## config.mk

```make
export PLATFORM = sky130hd
export DESIGN_NAME = stack_file_flat
export DESIGN_NICKNAME = d
export VERILOG_FILES = /design/src/rtl/stack_file_if.sv /design/src/rtl/stack_file.sv /design/src/flat_wrapper.sv
export SDC_FILE = /design/constraint.sdc
export NUM_CORES = 1
export LEC_CHECK = 0
export CAP_MARGIN = 20
export CORE_MARGIN = 1
export CORE_UTILIZATION = 50
export CTS_CLUSTER_DIAMETER = 50
export DETAILED_ROUTE_END_ITERATION = 8
export PLACE_DENSITY = 0.65
export SLEW_MARGIN = 20
export SYNTH_ARGS = -nofsm -noshare
export SYNTH_HDL_FRONTEND = slang
export SYNTH_SLANG_ARGS = --single-unit
```

## constraint.sdc

```tcl
create_clock -name clk -period 8.9 [get_ports clk]
set_clock_uncertainty 0.05 [all_clocks]
set_input_delay 1.335 -clock clk [delete_from_list [all_inputs] [get_ports clk]]
set_output_delay 1.335 -clock clk [all_outputs]
set_load 0.02 [all_outputs]
```

## src/rtl/stack_file_if.sv

```systemverilog
// Operand-stack port bundle: the SC/ALU side drives the stack, and the stack file returns TOS/NOS and its status flags.
interface stack_file_if #(
  parameter int WIDTH = 8,
  parameter int PTR_W = 4
);
  logic [PTR_W-1:0] sc;
  logic [1:0]       op;
  logic             wr_en;
  logic [WIDTH-1:0] wr_data;
  logic             clr_err;
  logic [WIDTH-1:0] tos;
  logic [WIDTH-1:0] nos;
  logic             tos_valid;
  logic             nos_valid;
  logic             ovf;
  logic             unf;
  logic             sync_err;

  modport master (
    output sc, op, wr_en, wr_data, clr_err,
    input  tos, nos, tos_valid, nos_valid, ovf, unf, sync_err
  );

  modport slave (
    input  sc, op, wr_en, wr_data, clr_err,
    output tos, nos, tos_valid, nos_valid, ovf, unf, sync_err
  );
endinterface

```

## src/rtl/stack_file.sv

```systemverilog
// Operand-stack register array behind the stack counter: push/pop/write-back, TOS/NOS read-out,
// sticky overflow/underflow flags and a shadow depth counter that detects SC desynchronisation.
module stack_file #(
  parameter int WIDTH = 8,
  parameter int PTR_W = 4
) (
  input  logic         clk,
  input  logic         reset,
  stack_file_if.slave  bus
);
  localparam int DEPTH = 2 ** PTR_W;

  localparam logic [1:0] OP_HOLD  = 2'b00;
  localparam logic [1:0] OP_DES_2 = 2'b01;
  localparam logic [1:0] OP_DES_1 = 2'b10;
  localparam logic [1:0] OP_ADV_1 = 2'b11;

  localparam logic [PTR_W-1:0] ZERO   = '0;
  localparam logic [PTR_W-1:0] ONE    = PTR_W'(1);
  localparam logic [PTR_W-1:0] TWO    = PTR_W'(2);
  localparam logic [PTR_W-1:0] MAX_SC = '1;

  logic             is_adv;
  logic             is_des1;
  logic             is_des2;
  logic             is_hold;
  logic             ovf_hit;
  logic             unf_hit;
  logic             wr_fire;
  logic [PTR_W-1:0] wr_addr;
  logic [PTR_W-1:0] sc_m1;
  logic [PTR_W-1:0] sc_m2;

  logic [PTR_W-1:0] shadow_reg;
  logic [PTR_W-1:0] shadow_next;
  logic             ovf_reg;
  logic             unf_reg;
  logic             sync_err_reg;

  logic [WIDTH-1:0] mem_rd [DEPTH];

  always_comb begin
    is_adv  = (bus.op == OP_ADV_1);
    is_des1 = (bus.op == OP_DES_1);
    is_des2 = (bus.op == OP_DES_2);
    is_hold = (bus.op == OP_HOLD);
    sc_m1   = bus.sc - ONE;
    sc_m2   = bus.sc - TWO;
  end

  // Any illegal access suppresses the write, so the array never sees a wrapped pointer.
  always_comb begin
    ovf_hit = is_adv && (bus.sc == MAX_SC);
    unf_hit = (is_des1 && (bus.sc < ONE))
           || (is_des2 && (bus.sc < TWO))
           || (is_des1 && bus.wr_en && (bus.sc < TWO))
           || (is_hold && bus.wr_en && (bus.sc < ONE));
  end

  always_comb begin
    wr_fire = 1'b0;
    wr_addr = bus.sc;
    if (bus.wr_en && !ovf_hit && !unf_hit) begin
      if (is_adv) begin
        wr_fire = 1'b1;
        wr_addr = bus.sc;
      end else if (is_des1) begin
        wr_fire = 1'b1;
        wr_addr = sc_m2;
      end else if (is_hold) begin
        wr_fire = 1'b1;
        wr_addr = sc_m1;
      end
    end
  end

  genvar gi;
  generate
    for (gi = 0; gi < DEPTH; gi++) begin : g_entry
      logic [WIDTH-1:0] entry_reg;

      always_ff @(posedge clk) begin
        if (reset) begin
          entry_reg <= '0;
        end else if (wr_fire && (wr_addr == PTR_W'(gi))) begin
          entry_reg <= bus.wr_data;
        end
      end

      assign mem_rd[gi] = entry_reg;
    end
  endgenerate

  // Shadow depth mirrors the SC op with saturation at both ends.
  always_comb begin
    shadow_next = shadow_reg;
    if (is_adv) begin
      if (shadow_reg != MAX_SC) shadow_next = shadow_reg + ONE;
    end else if (is_des1) begin
      if (shadow_reg >= ONE) shadow_next = shadow_reg - ONE;
      else                   shadow_next = ZERO;
    end else if (is_des2) begin
      if (shadow_reg >= TWO) shadow_next = shadow_reg - TWO;
      else                   shadow_next = ZERO;
    end
  end

  always_ff @(posedge clk) begin
    if (reset) begin
      shadow_reg   <= '0;
      ovf_reg      <= 1'b0;
      unf_reg      <= 1'b0;
      sync_err_reg <= 1'b0;
    end else begin
      shadow_reg   <= shadow_next;
      // A fresh error in the same cycle as clr_err keeps the flag set.
      ovf_reg      <= (ovf_reg && !bus.clr_err) || ovf_hit;
      unf_reg      <= (unf_reg && !bus.clr_err) || unf_hit;
      sync_err_reg <= sync_err_reg || (bus.sc != shadow_reg);
    end
  end

  always_comb begin
    bus.tos_valid = (bus.sc >= ONE);
    bus.nos_valid = (bus.sc >= TWO);
    bus.tos       = bus.tos_valid ? mem_rd[sc_m1] : '0;
    bus.nos       = bus.nos_valid ? mem_rd[sc_m2] : '0;
    bus.ovf       = ovf_reg;
    bus.unf       = unf_reg;
    bus.sync_err  = sync_err_reg;
  end
endmodule

```

## src/flat_wrapper.sv

```systemverilog
// flat-port wrapper written by rule: the top's interface ports become plain ports
module stack_file_flat 
#(
  parameter int WIDTH = 8,
  parameter int PTR_W = 4
)
  (clk, reset, bus_sc, bus_op, bus_wr_en, bus_wr_data, bus_clr_err, bus_tos, bus_nos, bus_tos_valid, bus_nos_valid, bus_ovf, bus_unf, bus_sync_err);
  stack_file_if #(.WIDTH(WIDTH), .PTR_W(PTR_W)) bus_i ();
  input  logic clk;
  input  logic reset;
  input wire logic [$bits(bus_i.sc)-1:0] bus_sc;
  input wire logic [$bits(bus_i.op)-1:0] bus_op;
  input wire logic [$bits(bus_i.wr_en)-1:0] bus_wr_en;
  input wire logic [$bits(bus_i.wr_data)-1:0] bus_wr_data;
  input wire logic [$bits(bus_i.clr_err)-1:0] bus_clr_err;
  output wire logic [$bits(bus_i.tos)-1:0] bus_tos;
  output wire logic [$bits(bus_i.nos)-1:0] bus_nos;
  output wire logic [$bits(bus_i.tos_valid)-1:0] bus_tos_valid;
  output wire logic [$bits(bus_i.nos_valid)-1:0] bus_nos_valid;
  output wire logic [$bits(bus_i.ovf)-1:0] bus_ovf;
  output wire logic [$bits(bus_i.unf)-1:0] bus_unf;
  output wire logic [$bits(bus_i.sync_err)-1:0] bus_sync_err;
  assign bus_i.sc = bus_sc;
  assign bus_i.op = bus_op;
  assign bus_i.wr_en = bus_wr_en;
  assign bus_i.wr_data = bus_wr_data;
  assign bus_i.clr_err = bus_clr_err;
  assign bus_tos = bus_i.tos;
  assign bus_nos = bus_i.nos;
  assign bus_tos_valid = bus_i.tos_valid;
  assign bus_nos_valid = bus_i.nos_valid;
  assign bus_ovf = bus_i.ovf;
  assign bus_unf = bus_i.unf;
  assign bus_sync_err = bus_i.sync_err;
  stack_file #(.WIDTH(WIDTH), .PTR_W(PTR_W)) u_core (.clk(clk), .reset(reset), .bus(bus_i));
endmodule
```

**Yosys cells after proc, flatten, opt, wreduce, memory -nomap -nowiden**

Cells that the tools add are included.

- $add $sub $neg: 5
- Multipliers: 0
- Div/mod/pow operators: 0
- $lt $le $gt $ge: 8
- Equal/unequal tests: 22
- Shift-type cells: 0
- Multiplexer cells: 22
- Bitwise logic cells: 2
- Reductions and logical operators: 40

Operators by type and width:

| kind | count |
|---|---|
| 8-bit binary-select mux with 4-bit select | 2 |
| 8-bit 2-to-1 mux | 6 |
| 4-bit 2-to-1 mux | 10 |
| 4-bit equality test (second input constant) | 9 |
| 1-bit logical AND | 27 |
| 4-bit by 3-bit equality test with 1-bit output (second input constant) | 4 |
| 5-bit greater-or-equal comparator (second input constant) | 2 |
| 4-bit inverter with 5-bit output | 2 |
| 4-bit by 2-bit equality test with 1-bit output (second input constant) | 2 |
| 4-bit by 1-bit greater-or-equal comparator with 1-bit output (second input constant) | 2 |
| 4-bit by 2-bit greater-or-equal comparator with 1-bit output (second input constant) | 2 |
| 4-bit by 1-bit subtractor with 4-bit output (second input constant) | 2 |
| 4-bit by 2-bit subtractor with 4-bit output (second input constant) | 2 |
| 1-bit logical OR | 6 |
| 4-bit by 1-bit adder with 4-bit output (second input constant) | 1 |
| 2-bit equality test (second input constant) | 2 |
| 4-bit by 1-bit equality test with 1-bit output (second input constant) | 1 |
| 4-bit zero test | 1 |
| 4-bit by 1-bit < comparator with 1-bit output (second input constant) | 1 |
| 4-bit by 2-bit < comparator with 1-bit output (second input constant) | 1 |
| 1-bit 2-to-1 mux | 4 |
| 4-bit != test | 1 |
| 4-bit != test (second input constant) | 1 |
| 1-bit zero test | 3 |
| 5 further kinds | 5 |

- Flip-flop bits (word level): 135
- Bits in latches: 0
- Bits in writable memories: 0
- Bits in read-only memories: 0
- Input bits: 18
- Output and inout bits: 21
- Logic and storage cells: 119
- Memories: 0

**Depth between registers and ports, before layout**

- Depth after elaboration: 10
- Gate-level depth with buffers: 11
- Gate-level depth less buffers: 7

**Worst setup path before layout**

OpenSTA, ideal clock, no wires.

- Kind: input to output
- Start: in bus_sc[0]
- End: out bus_tos[0]
- Arrival time: 4,415 ps
- Required time: 7,515 ps
- Slack: 3,100 ps
- Cell stages on the path: 11
- Cells stage by stage: buf_2 > buf_2 > clkbuf_1 > inv_1 > ha_1 > buf_2 > clkbuf_1 > clkbuf_1 > mux4_2 > mux2i_1 > a211oi_1

- Word-level cells in the longest chain between the ends: 6

Ends and longest elaborated chain:

| what | RTL line | text |
|---|---|---|
| start, declared | flat_wrapper.sv:11 | `input wire logic [$bits(bus_i.sc)-1:0] bus_sc;` |
| 4-bit by 1-bit subtractor with 4-bit output | stack_file.sv:47 | `sc_m1 = bus.sc - ONE;` |
| 4-bit inverter with 5-bit output (not written as such) | stack_file.sv:126 | `bus.tos = bus.tos_valid ? mem_rd[sc_m1] : '0;` |
| 8-bit binary-select mux with 4-bit select | stack_file.sv:126 |  |
| 8-bit 2-to-1 mux (not written as such) (2 in a row) | stack_file.sv:126 |  |
| 8-bit 2-to-1 mux (*) | stack_file.sv:126 |  |
| end, declared | flat_wrapper.sv:16 | `output wire logic [$bits(bus_i.tos)-1:0] bus_tos;` |

Mark *: on every way between the ends. The rest lies on a longest branch, timed or not. The select of a mux whose other input is x is not followed.

**Worst setup path after layout**

- Start: in bus_sc[1]
- End: out bus_tos[1]

Same word-level chain as after synthesis.

==> flow_metrics.env <==
export IMPL_status="finished clean"
export IMPL_worstSetupStartpoint="bus_sc[1]"
export IMPL_holdCritPathClass="register to register"
export IMPL_placed_area_um2=8760
export IMPL_hpwlAfterDp_um=13930
export IMPL_fp_dieArea_um2=17160
export IMPL_grt_pass1_wl_um=34330
export IMPL_ant_nets=0
export IMPL_critPathCaptureType="output port"
export IMPL_async_flop_share_pct=0
export IMPL_cts_root_buffer="clkbuf_16"
export IMPL_grt_max_degree=118
export IMPL_cellLeakagePower_nw=3.496
export IMPL_row_count=46
export IMPL_final_area_um2=9350
export IMPL_wl_per_cell_um=23.05
export IMPL_rrSetupSlack_ps=6610
export IMPL_area_delta_synth_final_pct=12.38
export IMPL_crit_end="bus_tos[1]"
export IMPL_cts_sinks=135
export IMPL_slew_viol_final=0
export IMPL_cts_tree="built"
export IMPL_synth_cells=719
export IMPL_largest_reg_flops=128
export IMPL_portBuffers=38
export IMPL_antenna_found_initial=0
export IMPL_nets=753
export IMPL_hold_buffers=0
export IMPL_clk_latency_ps=420
export IMPL_synth_nets=750
export IMPL_worst_hold_slack_ps=431.6
export IMPL_gr_total_overflow=0
export IMPL_finalWirelength_um=21900
export IMPL_yosys_warnings=0
export IMPL_cap_violations=0
export IMPL_synth_seq_area_share_pct=32.48
export IMPL_yosysUniqueCellTypes=58
export IMPL_r2r_end="u_core.shadow_reg[2]"
export IMPL_cts_resized=0
export IMPL_gr_usage_all_layers_pct=27.47
export IMPL_ys_ff_latch=135
export IMPL_drt_iter0_markers=410
export IMPL_die_h_um=131
export IMPL_gp_congestion=0.8435
export IMPL_power_mw=1.562
export IMPL_postCtsSetupRepairBufs=0
export IMPL_synth_ff_type="dfxtp_1"
export IMPL_max_freq_mhz=155.0
export IMPL_die_x_um=131
export IMPL_vias=5957
export IMPL_ir_drop_mv=0.1541
export IMPL_rr_worst_depth=7
export IMPL_layout_worst_path_cycle_share_pct=72.48
export IMPL_viasPerCell=6.271
export IMPL_drt_first_pass_iters=5
export IMPL_crit_arrival_ps=5070
export IMPL_rsz0062_at_grt="false"
export IMPL_insertedDiodeCount=0
export IMPL_drc=0
export IMPL_hold_viol=0
export IMPL_setup_viol=0
export IMPL_grt_pass1_vias=5997
export IMPL_tns_ps=0
export IMPL_h_tree_depth=4
export IMPL_critPathLaunchType="input port"
export IMPL_final_common_cell="nand2b_1"
export IMPL_mappedNetlistArea_um2=8320
export IMPL_numCtsBuffers=17
export IMPL_drive_above_1_share_pct=19.62
export IMPL_slew_headroom_pct=25.88
export IMPL_ios=39
export IMPL_worst_ep_required_time_ps=7520
export IMPL_syn_avg_cell_area_um2=11.57
export IMPL_core_um2=16060
export IMPL_synth_enable_flop_cells=0
export IMPL_power_density_nw_per_um2=167.0
export IMPL_cp_max_fo=40
export IMPL_r2r_start="u_core.shadow_reg[1]"
export IMPL_path_class="input port to output port"
export IMPL_initial_utilization_pct=51.82
export IMPL_layout_common_cells="nand2b_1 (141), mux2i_1 (136), dfxtp_1 (135), mux4_2 (72), clkdlybuf4s50_1 (35)"
export IMPL_fin_crit_ps=6451
export IMPL_clockBufferDepth=2
export IMPL_worst_pin_slew_ps=1108
export IMPL_clkTransAtPathRegs_ps=60
-- how the worst min path moves through the flow --
| stage | depth (start not counted) | slack [ps] | start | endpoint |
|---|---|---|---|---|
| 3_3_place_gp | 2 | 420 | u_core.bus.ovf | u_core.bus.ovf |
| 3_5_place_dp | 2 | 430 | u_core.bus.ovf | u_core.bus.ovf |
| 2_1_floorplan | 2 | 410 | u_core.g_entry[8].entry_reg[0] | u_core.g_entry[8].entry_reg[0] |
| 6_report | 2 | 430 | u_core.g_entry[8].entry_reg[5] | u_core.g_entry[8].entry_reg[5] |
| 5_1_grt | 2 | 450 | u_core.bus.ovf | u_core.bus.ovf |
| 4_1_cts | 2 | 440 | u_core.bus.ovf | u_core.bus.ovf |
-- per-layer routing --
metal | GRT usage (%) | wire length (µm)
met5 | 0 | 0
met4 | 10.07 | 608
met3 | 6.026 | 1151
met2 | 44.76 | 10640
met1 | 35.92 | 9504
-- final cells by class --
| type | instances | area, µm² |
|---|---|---|
| clock buffer | 23 | 467.9 |
| clock inverter | 8 | 122.6 |
| fill | 1303 | 6708 |
| inverter | 14 | 52.55 |
| multi-input combinational | 509 | 5314 |
| sequential | 135 | 2703 |
| tap | 216 | 270.3 |
| timing repair buffer | 45 | 420.4 |
-- stage by stage --
stage | cells | setup slack (ps) | utilization (%)
after floorplan | 719 | 3100 | -
after global placement | 919 | 2453 | 54.55
after detailed placement | 919 | 2393 | 54.55
after CTS | 950 | 2357 | 58.23
after global routing | 950 | 2145 | 58.23
final | 950 | 2449 | 58.23
-- cell families (layout without fill, tap and decap cells) --
group                    after synthesis  count (layout)  share of synthesized area, %
buffers and inverters                 75              90                         3.744
flip-flops                           135             135                         32.48
XOR/XNOR                              10              10                         1.143
AO/OA/AOI/OAI                         67              67                         7.970
multiplexers                         208             208                         35.85
adder cells (fa/ha/maj)               13              13                         1.955
AND/OR/NAND/NOR                      211             211                         16.86
-- report_power, final --
part	internal [mW]	switching [mW]
Sequential	0.616	0.0133
Clock	0.453	0.260
Combinational	0.0935	0.126
Total	1.16	0.399
-- worst max-delay path: stages --
cell	delay [ps]
buf_2	80
buf_4	500
inv_1	240
ha_1	950
buf_4	450
mux4_2	240
nor2b_1	140
a211oi_1	70
a211oi_1	370
clkdlybuf4s50_1	680
-- synthesized netlist by cell type, drive strengths merged (2+ instances only) --
library cell / number / area (µm²)
ha: 13 / 162.7
a21oi: 9 / 90.08
dfxtp: 135 / 2703
or3b: 3 / 26.28
mux4: 72 / 1622
clkbuf: 42 / 158.9
a32oi: 5 / 58.81
o21ai: 13 / 155.1
nor3: 8 / 96.34
buf: 19 / 100.1
or4: 3 / 33.78
nor2: 8 / 30.03
nor2b: 11 / 68.82
o21a: 2 / 22.52
nor4: 5 / 80.08
and2: 10 / 62.56
xnor2: 6 / 52.55
nand4: 2 / 12.51
nand2b: 141 / 882.1
mux2i: 136 / 1361
o22ai: 4 / 31.28
nand3: 3 / 15.01
a211oi: 18 / 135.1
xor2: 4 / 42.55
nand2: 9 / 33.78
inv: 14 / 52.55
or3: 3 / 18.77
a41oi: 3 / 26.28
Power figures use the tool's default switching activity.
